File: src/rtl/button_press_decoder.sv
// button_press_decoder: classifies a debounced button level into short, long and double press pulses.
module button_press_decoder #(
  parameter int LONG_TICKS = 25000000,
  parameter int GAP_TICKS  = 12500000,
  parameter int CNT_W      = 25
) (
  input  logic clk,
  input  logic reset,
  input  logic btn_level,
  input  logic enable,
  output logic short_press,
  output logic long_press,
  output logic double_press,
  output logic busy
);
  typedef enum logic [2:0] {IDLE, PRESSED, LONG_HELD, GAP, SECOND_HELD} state_t;
  state_t state_q, state_d;
  logic [CNT_W-1:0] cnt_q, cnt_d, cnt_inc;
  logic btn_prev_q, short_q, short_d, long_q, long_d, double_q, double_d;
  logic rise, fall;
  assign rise = btn_level & ~btn_prev_q;
  assign fall = ~btn_level & btn_prev_q;
  assign cnt_inc = cnt_q + CNT_W'(1);
  always_comb begin
    state_d = state_q;
    cnt_d = cnt_q;
    short_d = 1'b0;
    long_d = 1'b0;
    double_d = 1'b0;
    case (state_q)
      IDLE: if (rise) begin
        state_d = PRESSED;
        cnt_d = CNT_W'(1);
      end
      PRESSED: if (btn_level) begin
        cnt_d = cnt_inc;
        if (cnt_inc == CNT_W'(LONG_TICKS)) begin
          long_d = 1'b1;
          state_d = LONG_HELD;
        end
      end else begin
        state_d = GAP;
        cnt_d = CNT_W'(1);
      end
      LONG_HELD, SECOND_HELD: if (fall) state_d = IDLE;
      GAP: if (rise) begin
        double_d = cnt_q < CNT_W'(GAP_TICKS);
        state_d = double_d ? SECOND_HELD : IDLE;
      end else begin
        cnt_d = cnt_inc;
        if (cnt_inc == CNT_W'(GAP_TICKS)) begin
          short_d = 1'b1;
          state_d = IDLE;
        end
      end
      default: state_d = IDLE;
    endcase
    // a disabled decoder drops whatever gesture was in flight
    if (!enable) begin
      state_d = IDLE;
      cnt_d = '0;
      short_d = 1'b0;
      long_d = 1'b0;
      double_d = 1'b0;
    end
  end
  always_ff @(posedge clk) begin
    if (reset) begin
      state_q <= IDLE;
      cnt_q <= '0;
      btn_prev_q <= 1'b1;
      short_q <= 1'b0;
      long_q <= 1'b0;
      double_q <= 1'b0;
    end else begin
      state_q <= state_d;
      cnt_q <= cnt_d;
      btn_prev_q <= btn_level;
      short_q <= short_d;
      long_q <= long_d;
      double_q <= double_d;
    end
  end
  assign short_press = short_q;
  assign long_press = long_q;
  assign double_press = double_q;
  assign busy = state_q != IDLE;
endmodule

File: config.mk
export PLATFORM = sky130hd
export DESIGN_NAME = button_press_decoder
export DESIGN_NICKNAME = d
export VERILOG_FILES = /design/src/rtl/button_press_decoder.sv
export SDC_FILE = /design/constraint.sdc
export NUM_CORES = 1
export LEC_CHECK = 0
export ABC_AREA = 1
export CAP_MARGIN = 20
export CORE_AREA = 2 2 68 70
export DETAILED_ROUTE_END_ITERATION = 10
export DIE_AREA = 0 0 70 72
export GPL_TIMING_DRIVEN = 0
export PLACE_DENSITY = 0.71
export SYNTH_ARGS = -nofsm -noshare
export SYNTH_HDL_FRONTEND = slang
export SYNTH_SLANG_ARGS = --single-unit
export TNS_END_PERCENT = 5
File: constraint.sdc
create_clock -name clk -period 2.4 [get_ports clk]
set_clock_uncertainty 0.1 [all_clocks]
set_input_delay 0.48 -clock clk [delete_from_list [all_inputs] [get_ports clk]]
set_output_delay 0.48 -clock clk [all_outputs]
set_load 0.005 [all_outputs]
==> results.txt <==
R2R Path Start: cnt_q[0]
Routability congestion estimate: 0.918
Reg-to-reg endpoint: state_q[0]
Min-delay worst type: reg -> reg
Clock buffer depth: 2
Worst-path fanout max: 7
Detailed-route vias per instance: 5.18
Leak pwr: 0.970 nW
Vias in the first global route: 2101
Critical path arrival: 2.27 ns
Area share of the largest cell type after synthesis: 27.8%
# port buffers: 7
Setup crit end kind: flip-flop
CTS root buf: clkbuf_8
Pin count of the biggest net entering global routing: 11
First-pass iteration count of the detailed router: 4
Row count: 24
Maximum VDD drop: 0.224 mV
Critical Path RT: 2.46 ns
Mapped cell area: 2300 um2
TritonCTS buffer count: 5
Async SR Flop Fraction: 0%
Main synth FF type: dfxtp_1
Final Cycle Share: 91.8%
Final hold violations: 0
Synth top area cells: dfxtp_1 (28%), nand2_1 (23%), nand3_1 (7.4%)
Core area: 4260 um2
Initial core utilization: 54.0%
Share of layout cells above drive strength 1: 14.7%
Highest Clock Rate: 0.454 GHz
Synth warnings: 0
IO Count: 8
Path depth of the worst reg2reg path: 16
Drt drc: 0
Synth Register Bits: 32
Final Critical Period: 2.20 ns
Mapped Cells: 391
Post-route cell area: 2570 um2
Die area: 5040 um2
Clock Latency Late Sink: 0.29 ns
Hold EP: cnt_q[0]
Dominant cell type by area after synthesis: dfxtp_1
CTS Hold Bufs: 0
Violation count after the first detailed-route iteration: 131
WS Path Type: reg -> reg
Crit path cell chain: ha_2 -> nand2_2 -> nor2_8 -> nand2_2 -> nor2_1 -> nand2_1 -> nand2_1 -> inv_1 -> nor2_1 -> nand2_1 -> nor2_2 -> nand2_2 -> nand2_4 -> nand2_1 -> nor2_1 -> nor2_1
Least-Margin Pin Slew: 0.578 ns
Synth cell count leaders: nand2_1 (139), inv_1 (42), nor2_1 (42), nand3_1 (34), dfxtp_1 (32)
Vias post-DR: 2376
Final setup violation count: 0
Final net count: 411
Flop2flop setup slack: 0.20 ns
Number of H-tree levels: 2
Slew Limit Fails: 0
Hold Crit Start: cnt_q[0]
Antenna Nets Post-Route: 0
MaxCap Viol Count: 0
Die Height: 72 um
Power density cells: 415 nW/um2
Total length of routed wires: 5700 um
Post-detail-place hpwl: 4320 um
Type of origin of the critical path: flip-flop
CTS tree: yes
Num Clock Sinks: 32
Wire length per cell: 12.4 um
Area grow syn2layout: 11.4%
Clk pin slew, worst setup/hold paths: 0.07 ns
Worst path max stage delay: 0.36 ns
Initial antenna violation count: 0
Placed inst area: 2440 um2
Slowest stage cell, crit path: dfxtp_2
TNS Setup: 0 ns
Die X: 70 um
Pwr Total: 1.07 mW
Syn Nets: 396
First-pass GRT wire length: 9500 um
Status: finished clean
Congestion Overflow GR: 0
GRT Overall Usage: 23.8%
Register area share after synthesis: 27.8%
Post-synth EDFFs: 0
Slew margin rel.: 61.4%
Count leader, synth: nand2_1
Post-Syn Area per Cell: 5.89 um2
Antenna cell count: 0
Hold Crit Depth: 1
RSZ-0062 raised after global routing: true
Distinct cells, synth: 30
kinds of logic (layout without fill, tap and decap cells):
logic type / after synthesis / count (layout) / share of synthesized area (%)
compound gates: 40 / 40 / 9.23
xor+xnor: 2 / 2 / 0.760
fa+ha+maj: 1 / 1 / 0.543
buf+inv: 52 / 68 / 8.58
flops: 32 / 32 / 27.8
simple gates: 264 / 264 / 53.1
what timing repair did:
item / 4_1_cts / 5_1_grt
endpoints found under the setup margin: 0 / 27
resized for setup: 0 / 13
buffers inserted: 0 / 1
worst max path at each step:
stage	startpoint	end	cells after the start	slack (ns)
3_3_place_gp	btn_level	cnt_q[19]	10	-0.17
4_1_cts	cnt_q[0]	state_q[0]	16	0.08
6_report	cnt_q[0]	state_q[0]	16	0.20
5_1_grt	cnt_q[0]	state_q[2]	17	-0.03
3_5_place_dp	btn_level	cnt_q[20]	10	-0.17
2_1_floorplan	cnt_q[0]	state_q[0]	16	0.44
worst max-delay path, delay by kind of cell (launching register included):
| kind | cells | cell delay [ns] |
|---|---|---|
| buffers and inverters | 1 | 0.05 |
| adders and majority gates | 1 | 0.21 |
| DFF | 1 | 0.36 |
| and+or+nand+nor | 14 | 1.35 |
metrics by stage:
step | utilization, % | setup slack (ns) | hold WS (ns) | cells
3_3_place_gp | 57.2 | -0.169 | 0.384 | 450
4_1_cts | 59.4 | 0.0832 | 0.406 | 458
2_1_floorplan | - | 0.441 | 0.359 | 391
5_1_grt | 60.2 | -0.0338 | 0.385 | 459
3_5_place_dp | 57.2 | -0.171 | 0.395 | 450
6_report | 60.2 | 0.197 | 0.366 | 459
flip-flops by register name, indices dropped and copies added, names as in the netlist:
register	count
double_press	1
long_press	1
state_q	3
btn_prev_q	1
cnt_q	25
short_press	1
per-layer routing:
metal	routed length [um]	track usage (%)	up-vias
met5	0	0	-
met4	80	7.26	0
met3	232	4.86	9
met2	2620	39.2	36
met1	2770	31.8	1068
li1	-	-	1263
area by class of cell:
cell class                 instances  area, um2
clock buffer                       6       82.6
inverter                          45        169
sequential                        32        643
buffer                             7       36.3
timing repair buffer               8       77.6
tap                               52       65.1
fill                             442       1700
multi-input combinational        307       1480
clock inverter                     2       10.0
report_power, final:
part | total, mW | leakage (nW) | switching, mW | internal (mW)
Sequential | 0.538 | 0.259 | 0.00314 | 0.534
Combinational | 0.0763 | 0.660 | 0.0519 | 0.0245
Clock | 0.452 | 0.0510 | 0.223 | 0.229
placed cells by master (no fill, tap or decap), drive strengths merged, types with 2 or more instances in the layout:
cell             n
a31oi            2
clkdlybuf4s50    7
nor3             4
a21oi           28
clkbuf          13
nor2            61
clkinv           3
dfxtp           32
nand3           35
o21ai            8
inv             44
nand2          157
nand4            4
No activity file was read; power rests on OpenSTA's default activity.
